==> src/rtl/bcd_digit_counter_if.sv <==
// Control and display bus between the BCD counter and its neighbours.
// Master drives the control pulses (and direction when down-counting is built in).
// Slave is the counter: it consumes the pulses and drives the digit bus and status.
interface bcd_digit_counter_if;
  logic       start_stop;
  logic       clear;
`ifdef BCD_DIGIT_COUNTER_COUNT_DOWN_EN
  logic       down;
`endif
  logic [3:0] digit;
  logic       digit_sel;
  logic       running;
  logic       wrap;

`ifdef BCD_DIGIT_COUNTER_COUNT_DOWN_EN
  modport master (output start_stop, output clear, output down,
                  input digit, input digit_sel, input running, input wrap);
  modport slave  (input start_stop, input clear, input down,
                  output digit, output digit_sel, output running, output wrap);
`else
  modport master (output start_stop, output clear,
                  input digit, input digit_sel, input running, input wrap);
  modport slave  (input start_stop, input clear,
                  output digit, output digit_sel, output running, output wrap);
`endif
endinterface

==> src/rtl/bcd_digit_counter.sv <==
// Two-digit BCD counter (00-99) with run/stop, prescaler and time-multiplexed digit output.
// Latency: running/count/wrap register one cycle after the causing input; digit is combinational from flops.
// Backpressure: none; inputs are single-cycle pulses and the display bus is always valid BCD.
// Optional: BCD_DIGIT_COUNTER_COUNT_DOWN_EN adds a 'down' input for decrementing with 00->99 wrap.
module bcd_digit_counter #(
  parameter int PRESCALE = 1000,
  parameter int MUX_DIV  = 16
) (
  input logic               clk,
  input logic               rst,
  bcd_digit_counter_if.slave bus
);

  localparam int PW = (PRESCALE > 1) ? $clog2(PRESCALE) : 1;
  localparam int MW = (MUX_DIV > 1) ? $clog2(MUX_DIV) : 1;
  localparam logic [PW-1:0] PRE_LAST = PW'(PRESCALE - 1);
  localparam logic [MW-1:0] MUX_LAST = MW'(MUX_DIV - 1);

  typedef enum logic {IDLE = 1'b0, RUN = 1'b1} state_t;

  state_t        state_q, state_d;
  logic [PW-1:0] presc_q, presc_d;
  logic [MW-1:0] mux_q, mux_d;
  logic [3:0]    ones_q, ones_d;
  logic [3:0]    tens_q, tens_d;
  logic          digit_sel_q, digit_sel_d;
  logic          running_q, running_d;
  logic          wrap_q, wrap_d;
  logic          tick;
  logic          count_down;
  logic          at_limit;

`ifdef BCD_DIGIT_COUNTER_COUNT_DOWN_EN
  assign count_down = bus.down;
`else
  assign count_down = 1'b0;
`endif

  // A step is due on the last prescaler phase, and only while running.
  assign tick = (state_q == RUN) && (presc_q == PRE_LAST);

  // Terminal value for the current direction: 99 going up, 00 going down.
  assign at_limit = count_down ? ((ones_q == 4'd0) && (tens_q == 4'd0))
                               : ((ones_q == 4'd9) && (tens_q == 4'd9));

  // Next-state logic for FSM, prescaler, BCD digits and display mux.
  always_comb begin
    state_d     = state_q;
    presc_d     = presc_q;
    ones_d      = ones_q;
    tens_d      = tens_q;
    wrap_d      = 1'b0;
    mux_d       = mux_q;
    digit_sel_d = digit_sel_q;

    if (bus.start_stop) begin
      state_d = (state_q == IDLE) ? RUN : IDLE;
    end
    running_d = (state_d == RUN);

    // Prescaler holds in IDLE so a resumed run finishes the partial period.
    if (state_q == RUN) begin
      presc_d = tick ? '0 : presc_q + 1'b1;
    end

    if (tick) begin
      if (count_down) begin
        if (ones_q == 4'd0) begin
          ones_d = 4'd9;
          tens_d = (tens_q == 4'd0) ? 4'd9 : tens_q - 4'd1;
        end else begin
          ones_d = ones_q - 4'd1;
        end
      end else begin
        if (ones_q == 4'd9) begin
          ones_d = 4'd0;
          tens_d = (tens_q == 4'd9) ? 4'd0 : tens_q + 4'd1;
        end else begin
          ones_d = ones_q + 4'd1;
        end
      end
      wrap_d = at_limit;
    end

    // Clear wins over a coincident step and suppresses its wrap pulse.
    if (bus.clear) begin
      presc_d = '0;
      ones_d  = 4'd0;
      tens_d  = 4'd0;
      wrap_d  = 1'b0;
    end

    // Display mux free-runs regardless of the FSM.
    if (mux_q == MUX_LAST) begin
      mux_d       = '0;
      digit_sel_d = ~digit_sel_q;
    end else begin
      mux_d = mux_q + 1'b1;
    end
  end

  // All state registers, cleared asynchronously.
  always_ff @(posedge clk or posedge rst) begin
    if (rst) begin
      state_q     <= IDLE;
      presc_q     <= '0;
      mux_q       <= '0;
      ones_q      <= 4'd0;
      tens_q      <= 4'd0;
      digit_sel_q <= 1'b0;
      running_q   <= 1'b0;
      wrap_q      <= 1'b0;
    end else begin
      state_q     <= state_d;
      presc_q     <= presc_d;
      mux_q       <= mux_d;
      ones_q      <= ones_d;
      tens_q      <= tens_d;
      digit_sel_q <= digit_sel_d;
      running_q   <= running_d;
      wrap_q      <= wrap_d;
    end
  end

  assign bus.digit     = digit_sel_q ? tens_q : ones_q;
  assign bus.digit_sel = digit_sel_q;
  assign bus.running   = running_q;
  assign bus.wrap      = wrap_q;

endmodule

==> src/flat_wrapper.sv <==
// flat-port wrapper written by rule: the top's interface ports become plain ports
module bcd_digit_counter_flat 
#(
  parameter int PRESCALE = 1000,
  parameter int MUX_DIV  = 16
)
  (clk, rst, bus_start_stop, bus_clear, bus_digit, bus_digit_sel, bus_running, bus_wrap);
  bcd_digit_counter_if bus_i ();
  input logic clk;
  input logic rst;
  input wire logic [$bits(bus_i.start_stop)-1:0] bus_start_stop;
  input wire logic [$bits(bus_i.clear)-1:0] bus_clear;
  output wire logic [$bits(bus_i.digit)-1:0] bus_digit;
  output wire logic [$bits(bus_i.digit_sel)-1:0] bus_digit_sel;
  output wire logic [$bits(bus_i.running)-1:0] bus_running;
  output wire logic [$bits(bus_i.wrap)-1:0] bus_wrap;
  assign bus_i.start_stop = bus_start_stop;
  assign bus_i.clear = bus_clear;
  assign bus_digit = bus_i.digit;
  assign bus_digit_sel = bus_i.digit_sel;
  assign bus_running = bus_i.running;
  assign bus_wrap = bus_i.wrap;
  bcd_digit_counter #(.PRESCALE(PRESCALE), .MUX_DIV(MUX_DIV)) u_core (.clk(clk), .rst(rst), .bus(bus_i));
endmodule
==> config.mk <==
export PLATFORM = sky130hd
export DESIGN_NAME = bcd_digit_counter_flat
export DESIGN_NICKNAME = d
export VERILOG_FILES = /design/src/rtl/bcd_digit_counter_if.sv /design/src/rtl/bcd_digit_counter.sv /design/src/flat_wrapper.sv
export SDC_FILE = /design/constraint.sdc
export NUM_CORES = 1
export LEC_CHECK = 0
export ABC_CLOCK_PERIOD_IN_PS = 2800
export CAP_MARGIN = 40
export CORE_UTILIZATION = 50
export CTS_CLUSTER_DIAMETER = 150
export DETAILED_ROUTE_END_ITERATION = 8
export DONT_BUFFER_PORTS = 1
export PLACE_DENSITY_LB_ADDON = 0.12
export SLEW_MARGIN = 10
export SYNTH_ARGS = -nofsm -noshare
export SYNTH_HDL_FRONTEND = slang
export SYNTH_SLANG_ARGS = --single-unit
==> constraint.sdc <==
create_clock -name clk -period 2.8 [get_ports clk]
set_input_delay 0.28 -clock clk [delete_from_list [all_inputs] [get_ports clk]]
set_output_delay 0.28 -clock clk [all_outputs]
set_load 0.005 [all_outputs]
==> reports/metrics.csv <==
metric;value;unit
status;complete, no violations;
Psw;0.1633;mW
Levels on crit path;6;
CTS tree;yes;
antenna-violating nets left;0;
capturing element type of the critical path;register;
Port Buf Inserts;0;
Placed Area;1333;sq um
PnR Total Power;0.6308;mW
final hold vios;0;
wire length per cell;14.13;um
YS warnings;0;
RSZ-0062 raised after global routing;false;
antenna fix cells;0;
startpoint types;register;
slowest stage delay, CP;0.51;ns
clk sinks;25;
CP max-delay cell;or4b_1;
dpl hpwl;1663;um
Final Setup Violations;0;
post-synth cell types;32;
vias per cell;5.610;
Synth area leaders;dfrtp_1 (48%), ha_1 (5.8%), xor2_1 (5.4%);
clock latency on the worst-skew pair;0.31;ns
switch share;25.88;%
syn_nets;138;
initial core utilization;52.75;%
grt total ovfl;0;
core area;2455;sq um
maximum clock path buffer count;2;
combinational power share;9.4;%
FFs w/ async S/R, synth;100.0;%
I/O pin cnt;11;
All-Layer GR Usage;19.98;%
Tightest Pin Transition;0.4643;ns
Yosys top cell by area;dfrtp_1;
Avg Cell Area, Syn;10.12;sq um
max-slew violation count;0;
vias in the first global route;869;
drt drc;0;
TritonCTS Buffers;3;
clock tree root buffer cell;clkbuf_4;
Clk pin slew, worst setup/hold paths;0.13;ns
WP data required;3.04;ns
CP delay by family, top;simple AND/OR/NAND/NOR gates;
Die ar.;2797;sq um
CP max FO;5;
first-iteration detailed-routing DRC count;6;
Critical Path AT;2.08;ns
Post-synth EDFFs;0;
hold path depth;1;
Max VDD drop;0.0003597;V
multi-input logic area;635.6;sq um
worst-case clock skew;0.002314;ns
crit path cell chain;inv_1 > ha_1 > and3b_1 > nand4_2 > or4b_1 > a31oi_1;
P_leak;0.6269;nW
Reg power frac;65.7;%
PwrDens;451.0;nW/um^2
total negative slack;0;ns
synthesized instance count;128;
relative slew slack;69.01;%
Yosys top cell area share;48.31;%
Tcrit/Tclk final;65.64;%
Yosys reg bits;25;
post-CTS setup buffers;0;
GP Congestion;0.7669;
fmax;0.5441;GHz
Final WS setup;0.9621;ns
post-CTS resize count;0;
sequential area share after synthesis;48.31;%
Layout area overhead;8.019;%
Final Cell Area;1399;sq um
reg2reg path depth;6;
pin count of the biggest net entering global routing;15;
first-pass GRT wire length;3974;um
clock share of power;24.9;%
sequential cell area;625.6;sq um
synthesized cell area;1295;sq um
WP buf/inv;1;
pre-CTS worst setup slack;0.9937;ns
# Max-Cap Violations;0;
standard-cell row count;18;
Final Routed Wirelength;2318;um
DR vias;920;
fraction of final layout cells with drive strength greater than 1;7.463;%
# nets final;145;
Core Util, Final;56.98;%
Die Width;52.89;um
height of the die;52.89;um
WS Path Type;reg2reg;
initial antenna violation count;0;
Primary FF master, synth;dfrtp_1;
Post-CTS Hold Buffers;3;
H-tree depth;1;
Hold Path Class;in2reg;
first drt pass iteration count;4;
min Tclk post-route;1.838;ns
filler cell count;233;
Pint;0.4676;mW
final timing paths:
kind	start	to	slack [ns]
max reg2reg	u_core.ones_q[1]$_DFFE_PP0P_	u_core.tens_q[3]$_DFFE_PP0P_	0.96
min	bus_start_stop	u_core.state_q$_DFFE_PP0P_	0.03
max	u_core.ones_q[1]$_DFFE_PP0P_	u_core.tens_q[3]$_DFFE_PP0P_	0.96
max in group asynchronous	rst	u_core.tens_q[1]$_DFFE_PP0P_	1.95
min reg2reg	u_core.mux_q[0]$_DFF_PP0_	u_core.mux_q[0]$_DFF_PP0_	0.51
min in group asynchronous	rst	u_core.state_q$_DFFE_PP0P_	0.40
routing by layer:
layer / global-route usage (%) / routed length [um]
met1: 26.91 / 1123
met2: 31.65 / 1114
met3: 3.448 / 61
met4: 7.895 / 19
met5: 0 / 0
through the flow:
step	hold WS [ns]	instances
6_report	0.03254	164
5_1_grt	0.01206	164
4_1_cts	0.0004383	163
3_5_place_dp	0.2124	156
3_3_place_gp	0.3455	155
2_1_floorplan	0.3073	128
power groups by stage:
stage	clock network (mW)	logic, mW	registers [mW]
CTS	0.166	0.0595	0.414
global placement	0	0.0518	0.421
global route	0.181	0.0661	0.419
detailed placement	0	0.0537	0.421
floorplan	0	0.0676	0.402
finish	0.157	0.0593	0.414
kinds of logic (layout without fill, tap and decap cells):
family	count (synthesis)	in the layout	synth area share, %
simple gates	55	55	23.87
flops	25	25	48.31
compound gates	18	18	7.923
xor+xnor	12	12	8.116
buf+inv	8	14	2.609
fa+ha+maj	6	6	5.797
mux	4	4	3.381
area by class of cell:
cell class | instances | area share [%]
inverter | 5 | 1.342
timing repair buffer | 5 | 3.936
multi-input combinational | 95 | 45.44
sequential | 25 | 44.72
tap | 30 | 2.683
clock buffer | 4 | 1.878
worst register-to-register path, cell delays in order (launching register included):
cell and delay (ns):
dfrtp_1 0.44, inv_1 0.09, ha_1 0.14, and3b_1 0.27, nand4_2 0.15, or4b_1 0.51, a31oi_1 0.18
synthesized netlist by cell type (all sizes together), types with 3 or more instances:
| cell | n |
|---|---|
| nand4 | 5 |
| dfrtp | 25 |
| nand2 | 12 |
| a31oi | 3 |
| a21oi | 8 |
| nor2 | 14 |
| xnor2 | 4 |
| ha | 6 |
| nand2b | 3 |
| nand3 | 5 |
| or3 | 4 |
| inv | 5 |
| mux2 | 3 |
| xor2 | 8 |
| o21ai | 5 |
layout by cell type (no fill, tap or decap):
cell type / count
a21oi_1: 8
a31oi_1: 3
and2_1: 1
and3_1: 1
and3b_1: 1
and4_1: 1
and4bb_4: 1
buf_8: 1
clkbuf_1: 1
clkbuf_4: 3
dfrtp_1: 25
dlygate4sd3_1: 4
ha_1: 6
inv_1: 5
mux2_2: 3
mux2i_1: 1
nand2_1: 12
nand2b_1: 3
nand3_1: 5
nand3b_1: 1
nand4_1: 3
nand4_2: 2
nor2_1: 14
nor2b_1: 1
nor3_1: 1
nor3b_1: 1
nor4_1: 1
o2111ai_1: 1
o211a_1: 1
o21ai_0: 5
or3_1: 4
or4b_1: 2
xnor2_1: 4
xor2_1: 8
state kept, by name, indices dropped and copies added (netlist names):
| register | flops |
|---|---|
| u_core.presc_q | 10 |
| u_core.bus.wrap | 1 |
| u_core.ones_q | 4 |
| u_core.tens_q | 4 |
| u_core.mux_q | 4 |
| u_core.state_q | 1 |
| u_core.bus.digit_sel | 1 |
Power figures use the tool's default switching activity.
